===== src/rtl/debug_pkg.sv =====
// Shared constants and FSM encoding for the register-file debug dump path.
// REGDUMP_HEADER_EN adds the HDR state to the encoding.
package debug_pkg;

  localparam int BYTE_W = 8;
  localparam logic [BYTE_W-1:0] DUMP_HDR = 8'hA5;

  localparam logic [2:0] ST_IDLE      = 3'd0;
  localparam logic [2:0] ST_HALT_WAIT = 3'd1;
  localparam logic [2:0] ST_HDR       = 3'd2;
  localparam logic [2:0] ST_READ      = 3'd3;
  localparam logic [2:0] ST_SEND      = 3'd4;
  localparam logic [2:0] ST_DONE      = 3'd5;

  typedef enum logic [2:0] {
    IDLE      = ST_IDLE,
    HALT_WAIT = ST_HALT_WAIT,
`ifdef REGDUMP_HEADER_EN
    HDR       = ST_HDR,
`endif
    READ      = ST_READ,
    SEND      = ST_SEND,
    DONE      = ST_DONE
  } state_t;

  // Counter width that stays legal when only a single item is counted.
  function automatic int ctr_w(input int n);
    return (n > 1) ? $clog2(n) : 1;
  endfunction

endpackage


===== src/rtl/regfile_dump_seq_if.sv =====
// Byte stream towards the debug UART transmitter (valid/ready handshake).
interface regfile_dump_seq_if;
  import debug_pkg::*;

  logic [BYTE_W-1:0] out_data;
  logic              out_valid;
  logic              out_ready;

  modport master (
    output out_data,
    output out_valid,
    input  out_ready
  );

  modport slave (
    input  out_data,
    input  out_valid,
    output out_ready
  );

endinterface


===== src/rtl/byte_serializer.sv =====
// B-bit load/shift register emitting bytes MSB first, with a byte counter
// that flags the final byte of the word.
module byte_serializer
  import debug_pkg::*;
#(
  parameter int B = 32
) (
  input  logic              clk,
  input  logic              rst_n,
  input  logic              load,
  input  logic [B-1:0]      din,
  input  logic              valid,
  input  logic              ready,
  output logic [BYTE_W-1:0] dout,
  output logic              fire,
  output logic              last
);

  localparam int NB = B / BYTE_W;
  localparam int CW = ctr_w(NB);

  logic [B-1:0]  shift_q, shift_d;
  logic [CW-1:0] cnt_q, cnt_d;

  assign fire = valid && ready;
  assign dout = shift_q[B-1 -: BYTE_W];
  assign last = (cnt_q == CW'(NB - 1));

  always_comb begin
    shift_d = shift_q;
    cnt_d   = cnt_q;
    if (load) begin
      shift_d = din;
      cnt_d   = '0;
    end else if (fire) begin
      shift_d = shift_q << BYTE_W;
      cnt_d   = cnt_q + CW'(1);
    end
  end

  always_ff @(posedge clk or negedge rst_n) begin
    if (!rst_n) begin
      shift_q <= '0;
      cnt_q   <= '0;
    end else begin
      shift_q <= shift_d;
      cnt_q   <= cnt_d;
    end
  end

endmodule


===== src/rtl/regfile_dump_seq.sv =====
// Debug dump sequencer: halts the pipeline, borrows register-file read port 1
// and streams every register MSB byte first. REGDUMP_HEADER_EN adds a 0xA5 lead byte.
module regfile_dump_seq
  import debug_pkg::*;
#(
  parameter int B = 32,
  parameter int W = 5
) (
  input  logic         clk,
  input  logic         rst_n,
  input  logic         start,
  input  logic [W-1:0] pipe_r_addr,
  output logic [W-1:0] rf_r_addr,
  input  logic [B-1:0] rf_r_data,
  output logic         halt_req,
  input  logic         halt_ack,
  output logic         busy,
  output logic         done,
  regfile_dump_seq_if.master out_if
);

  localparam logic [W-1:0] ADDR_MAX = '1;

  state_t        state_q, state_d;
  logic [W-1:0]  addr_q, addr_d;

  logic              ser_load;
  logic              ser_valid;
  logic              ser_fire;
  logic              ser_last;
  logic [BYTE_W-1:0] ser_byte;
  logic              hdr_valid;

  byte_serializer #(
    .B(B)
  ) u_ser (
    .clk   (clk),
    .rst_n (rst_n),
    .load  (ser_load),
    .din   (rf_r_data),
    .valid (ser_valid),
    .ready (out_if.out_ready),
    .dout  (ser_byte),
    .fire  (ser_fire),
    .last  (ser_last)
  );

  always_comb begin
    state_d   = state_q;
    addr_d    = addr_q;
    ser_load  = 1'b0;
    ser_valid = 1'b0;
    case (state_q)
      IDLE: begin
        if (start) begin
          state_d = HALT_WAIT;
          addr_d  = '0;
        end
      end
      HALT_WAIT: begin
        if (halt_ack) begin
`ifdef REGDUMP_HEADER_EN
          state_d = HDR;
`else
          state_d = READ;
`endif
        end
      end
`ifdef REGDUMP_HEADER_EN
      HDR: begin
        if (out_if.out_ready) begin
          state_d = READ;
        end
      end
`endif
      READ: begin
        ser_load = 1'b1;
        state_d  = SEND;
      end
      SEND: begin
        ser_valid = 1'b1;
        // Exit is decided on the current address so the counter never wraps.
        if (ser_fire && ser_last) begin
          if (addr_q == ADDR_MAX) begin
            state_d = DONE;
          end else begin
            addr_d  = addr_q + W'(1);
            state_d = READ;
          end
        end
      end
      DONE: begin
        state_d = IDLE;
      end
      default: begin
        state_d = IDLE;
      end
    endcase
  end

  always_ff @(posedge clk or negedge rst_n) begin
    if (!rst_n) begin
      state_q <= IDLE;
      addr_q  <= '0;
    end else begin
      state_q <= state_d;
      addr_q  <= addr_d;
    end
  end

`ifdef REGDUMP_HEADER_EN
  assign hdr_valid = (state_q == HDR);
`else
  assign hdr_valid = 1'b0;
`endif

  assign rf_r_addr        = (state_q == IDLE) ? pipe_r_addr : addr_q;
  assign busy             = (state_q != IDLE);
  assign halt_req         = (state_q != IDLE);
  assign done             = (state_q == DONE);
  assign out_if.out_valid = ser_valid || hdr_valid;
  assign out_if.out_data  = hdr_valid ? DUMP_HDR :
                            (ser_valid ? ser_byte : '0);

endmodule


===== src/flat_wrapper.sv =====
// flat-port wrapper written by rule: the top's interface ports become plain ports
module regfile_dump_seq_flat import debug_pkg::*;
#(
  parameter int B = 32,
  parameter int W = 5
)
  (clk, rst_n, start, pipe_r_addr, rf_r_addr, rf_r_data, halt_req, halt_ack, busy, done, out_if_out_data, out_if_out_valid, out_if_out_ready);
  regfile_dump_seq_if out_if_i ();
  input  logic clk;
  input  logic rst_n;
  input  logic start;
  input  logic [W-1:0] pipe_r_addr;
  output logic [W-1:0] rf_r_addr;
  input  logic [B-1:0] rf_r_data;
  output logic halt_req;
  input  logic halt_ack;
  output logic busy;
  output logic done;
  output wire logic [$bits(out_if_i.out_data)-1:0] out_if_out_data;
  output wire logic [$bits(out_if_i.out_valid)-1:0] out_if_out_valid;
  input wire logic [$bits(out_if_i.out_ready)-1:0] out_if_out_ready;
  assign out_if_out_data = out_if_i.out_data;
  assign out_if_out_valid = out_if_i.out_valid;
  assign out_if_i.out_ready = out_if_out_ready;
  regfile_dump_seq #(.B(B), .W(W)) u_core (.clk(clk), .rst_n(rst_n), .start(start), .pipe_r_addr(pipe_r_addr), .rf_r_addr(rf_r_addr), .rf_r_data(rf_r_data), .halt_req(halt_req), .halt_ack(halt_ack), .busy(busy), .done(done), .out_if(out_if_i));
endmodule

===== config.mk =====
export PLATFORM = sky130hd
export DESIGN_NAME = regfile_dump_seq_flat
export DESIGN_NICKNAME = d
export VERILOG_FILES = /design/src/rtl/debug_pkg.sv /design/src/rtl/regfile_dump_seq_if.sv /design/src/rtl/byte_serializer.sv /design/src/rtl/regfile_dump_seq.sv /design/src/flat_wrapper.sv
export SDC_FILE = /design/constraint.sdc
export NUM_CORES = 1
export LEC_CHECK = 0
export CORE_MARGIN = 3
export CORE_UTILIZATION = 51
export DETAILED_ROUTE_END_ITERATION = 7
export PLACE_DENSITY = 0.81
export SYNTH_ARGS = -nofsm -noshare
export SYNTH_HDL_FRONTEND = slang
export SYNTH_SLANG_ARGS = --single-unit

===== constraint.sdc =====
create_clock -name clk -period 3.8 [get_ports clk]
set_input_delay 0.76 -clock clk [delete_from_list [all_inputs] [get_ports clk]]
set_output_delay 0.76 -clock clk [all_outputs]
set_load 0.02 [all_outputs]

# After elaboration in Yosys (flattened, before gate mapping)
# Cells that the tools add are included.
[totals] wordCells=41 register_bits=42 output_inout_bits=17 inputBits=42
[classes] eq_ne=10 n_addsub=2 reduce_logical=8 n_mux=17
[ops] cell="32-bit two-way mux" count=2
[ops] cell="5-bit two-way mux" count=4
[ops] cell="3-bit two-way mux" count=4
[ops] cell="3-bit case mux with 4 select lines" count=1
[ops] cell="5-bit case mux with 2 select lines" count=1
[ops] cell="8-bit two-way mux" count=1
[ops] cell="3-bit equality test, second input constant" count=2
[ops] cell="2-bit != test, second input constant" count=3
[ops] cell="5-bit by 1-bit adder with 5-bit output, second input constant" count=1
[ops] cell="5-bit equality test, second input constant" count=1
[ops] cell="2-bit two-way mux" count=2
[ops] cell="4-bit AND reduction" count=1
[ops] cell="2-bit nonzero test" count=2
[ops] cell="3-bit by 1-bit equality test with 1-bit output, second input constant" count=1
[ops] cell="3-bit by 2-bit equality test with 1-bit output, second input constant" count=1
[ops] cell="3-bit zero test" count=1
[ops] cell="3-bit AND reduction" count=1
[ops] cell="3-bit nonzero test" count=1
[ops] cell="2-bit by 1-bit adder with 2-bit output, second input constant" count=1
[ops] cell="2-bit equality test, second input constant" count=1
[ops] cell="1-bit logical AND" count=2
[ops] cell="1-bit two-way mux" count=2
[ops] cell="2-bit by 1-bit != test with 1-bit output, second input constant" count=1

# Depth between registers and ports, before layout
[depth] depth_word=6 ltp_mapped=7 mapped_depth_nobuf=7

# Modules after synthesis
# From an unflattened synthesis, not the netlist that was laid out.
[unflattened] cells_unflattened=255 hier_area_um2=2489.9
[by_module_without_submodules] mod="byte_serializer" n_inst=1 area_per_inst_um2=1888.1 seq_area_each_um2=850.8 cells_per_inst=190
[by_module_without_submodules] mod="regfile_dump_seq" n_inst=1 area_per_inst_um2=601.8 seq_area_each_um2=200.2 cells_per_inst=65

# Worst setup path before layout
# Ideal clock, no wire load.
[synth_path] kind="reg2out" from="reg u_core.state_q[0]" to="out rf_r_addr[0]" arrival_ps=1318 required_time_ps=3040 setup_slack_ps=1722 path_stages_with_launch=4 n_path_buf=1 cell_sequence="dfrtp_1 -> buf_2 -> nor3_2 -> mux2_2"
[synth_via] elab_chain_cells=2
[synth_rtl] item="from (decl)" line="regfile_dump_seq.sv:24" source="state_t state_q, state_d;"
[synth_rtl] item="from (signal assigned)" line="regfile_dump_seq.sv:106" source="state_q <= state_d;"
[synth_rtl] item="3-bit zero test" line="regfile_dump_seq.sv:117" source="assign rf_r_addr = (state_q == IDLE) ? pipe_r_addr : addr_q;"
[synth_rtl] item="5-bit two-way mux" line="regfile_dump_seq.sv:117"
[synth_rtl] item="to (decl)" line="flat_wrapper.sv:13" source="output logic [W-1:0] rf_r_addr;"
# Every way passes these cells.

# Final worst setup path
[layout_path] from="reg u_core.state_q[0]" to="out rf_r_addr[2]"
# Same word-level chain as after synthesis.

==> flow_summary_export.csv <==
group,metric,value,unit
synth,netlist_instances,230,
global_routing,overflow,0,
timing,tns,0,ns
run_status,status,"complete, no violations",
timing,fin_crit_sh,77.98,%
clocking,postCtsHoldBufs,0,
synth,yosys_warnings,0,
synth,synth_top_area_share,51.66,%
pwr,power_density,631.2,nW/um^2
worst_hold_path,min_from,"u_core.u_ser.cnt_q[1]$_DFFE_PN0P_",
timing,slew_headroom,33.00,%
synth,yosysMostFrequentCell,"nand2_1",
final_layout,finalInstanceArea,2679,sq um
global_routing,grt_pass1_vias,1754,
timing,rsz0062_at_grt,"false",
clocking,cts_tree,"built",
place,placed_area,2599,sq um
synth,synth_edf_count,0,
routing,detail-route-antenna-nets,0,
global_routing,antenna_found_initial,0,
clocking,clk_path_buf_depth,2,
worst_setup_path,arrival,2.20,ns
final_layout,layout-drive-gt1-share,5.714,%
place,dp_hpwl,3185,um
timing,period_needed,2.963,ns
place,place_congestion,0.8349,
worst_setup_path,critPathLaunchType,"register",
final_layout,final_nets,325,
worst_setup_path,r2r-end,"u_core.addr_q[3]$_DFFE_PN0P_",
routing,vias_per_cell,5.509,
clocking,cts_buffers,5,
synth,ys_types,36,
routing,drtPass1Iterations,4,
clocking,clock_sinks,42,
place,place.port_buffers,58,
timing,setup_viol,0,
routing,drc,0,
worst_hold_path,whs_path_depth,2,
clocking,cts_resized,0,
timing,maxSlewViolCount,0,
synth,synth_common_cells,"55 x nand2_1, 42 x dfrtp_1, 31 x nor2_1",
clocking,clkTransAtPathRegs,0.08,ns
die,start_util,54.34,%
global_routing,grt_first_pass_wirelength,7907,um
worst_setup_path,cp.required,3.04,ns
die,die_height,69.16,um
pwr,peakVddDrop,0.3714,mV
pwr,p_leak,1.147,nW
timing,worst_hold_slack,0.5205,ns
die,die_area,4783,sq um
worst_setup_path,cp_max_fo,12,
timing,worst_slew_pin_slew,1.005,ns
synth,yosysSeqAreaShare,51.66,%
timing,final_hold_viol_count,0,
timing,skew,0.002160,ns
synth,synth-main-ff-cell,"dfrtp_1",
routing,avgRoutedWirePerCell,13.72,um
routing,dr_total_vias,1807,
synth,yosys.area.top_type,"dfrtp_1",
final_layout,fin_cells,328,
worst_setup_path,worstSetupEndpointType,"output pin",
worst_setup_path,r2r_slack,1.68,ns
worst_setup_path,cp-startpoint,"u_core.state_q[0]$_DFFE_PN0P_",
synth,synthTopCellsByArea,"dfrtp_1 52%, nand2_1 10%, a31oi_1 6.8%",
worst_setup_path,rr_worst_depth,7,
final_layout,nFillCells,327,
worst_setup_path,r2r-start,"u_core.addr_q[0]$_DFFE_PN0P_",
worst_setup_path,critical_path_class,"reg -> out",
synth,syn_nets,275,
global_routing,grtUsageTotal,20.38,%
synth,syn_area_per_cell,8.845,sq um
clocking,htreeDepth,2,
clocking,clk-insertion-delay-late,0.30,ns
clocking,clockRootBuffer,"clkbuf_8",
synth,async_flop_share,100.0,%
die,die_w,69.16,um
timing,max_freq,337.5,MHz
die,rows,22,
synth,ys_seq_elements,42,
routing,wl,4501,um
die,ios,59,
final_layout,syn_to_final_growth,31.67,%
routing,drt_iter0_markers,155,
place,dp_cells,321,
run,drv_cap,0,
global_routing,grt_max_degree,47,
die,core_region_area,3744,sq um
worst_hold_path,hold_path.class,"reg -> reg",
clocking,post_cts_buffers,0,
final_layout,n_antenna_cell,0,
synth,syn_area,2034,sq um
pwr,power.total,1.691,mW
worst_hold_path,min_to,"u_core.u_ser.cnt_q[1]$_DFFE_PN0P_",
registers in the layout, indices dropped and copies added, names as in the netlist:
signal and cells:
u_core.addr_q 5, u_core.u_ser.cnt_q 2, u_core.u_ser.shift_q 32, u_core.state_q 3
layout by cell type (no fill, tap or decap), drive strengths merged, types with 2 or more instances in the layout:
cell           count
clkdlybuf4s50     57
nand2             56
dfrtp             42
nor2              31
a31oi             22
o21ai             14
and3              11
clkbuf             6
mux2               4
inv                4
nor3               4
o22ai              3
ha                 3
a21oi              2
o31ai              2
a32o               2
buf                2
area by class of cell:
cell class                      count  area (sq um)  area share, %
Clock buffer                        6         72.57          2.709
Clock inverter                      1         7.507         0.2802
Inverter                            4         15.01         0.5605
Multi-Input combinational cell    168         889.6          33.21
Sequential cell                    42          1051          39.23
Tap cell                           48         60.06          2.242
Timing Repair Buffer               59         583.1          21.77
stage by stage:
stage	setup WS, ns	util, %
6_report	0.8368	71.56
5_1_grt	0.7102	71.56
4_1_cts	0.8247	71.56
3_5_place_dp	1.081	69.42
3_3_place_gp	1.094	69.42
2_1_floorplan	1.722	-
cell families (layout without fill, tap and decap cells):
kind of cell             Yosys count  count (layout)  share of synthesized area, %
AND/OR/NAND/NOR                  111             111                         24.23
flip-flops                        42              42                         51.66
buffers and inverters             20              70                         4.612
adder cells (fa/ha/maj)            3               3                         1.845
AO/OA/AOI/OAI                     49              49                         15.01
multiplexers                       4               4                         2.214
XOR/XNOR                           1               1                        0.4306
critical path, stage by stage (launching register included):
cell and delay (ns):
dfrtp_1 0.51, nor3_2 0.48, mux2_2 0.38, clkdlybuf4s50_1 0.53
worst max-delay path by stage:
stage                            end  slack (ns)  cells past startpoint
floorplan               rf_r_addr[0]        1.72                      3
global placement        rf_r_addr[3]        1.09                      4
detailed placement      rf_r_addr[4]        1.08                      3
CTS                     rf_r_addr[2]        0.82                      3
global route        out_if_out_valid        0.71                      3
finish                  rf_r_addr[2]        0.84                      3
per-layer routing:
layer	vias up	track usage [%]	part of all wire (%)	routed length, um
met2	69	34.43	47	2135
met5	-	0	0	0
met1	835	25.45	44	1968
li1	893	-	-	-
met4	0	7.809	2.2	98
met3	10	4.373	6.6	298
power breakdown:
part           internal [mW]  switching [mW]  total, mW
clock                  0.126           0.149      0.275
combinational          0.297           0.384      0.681
sequential             0.623           0.111      0.734
total                   1.05           0.644       1.69
No activity file was read; power rests on OpenSTA's default activity.
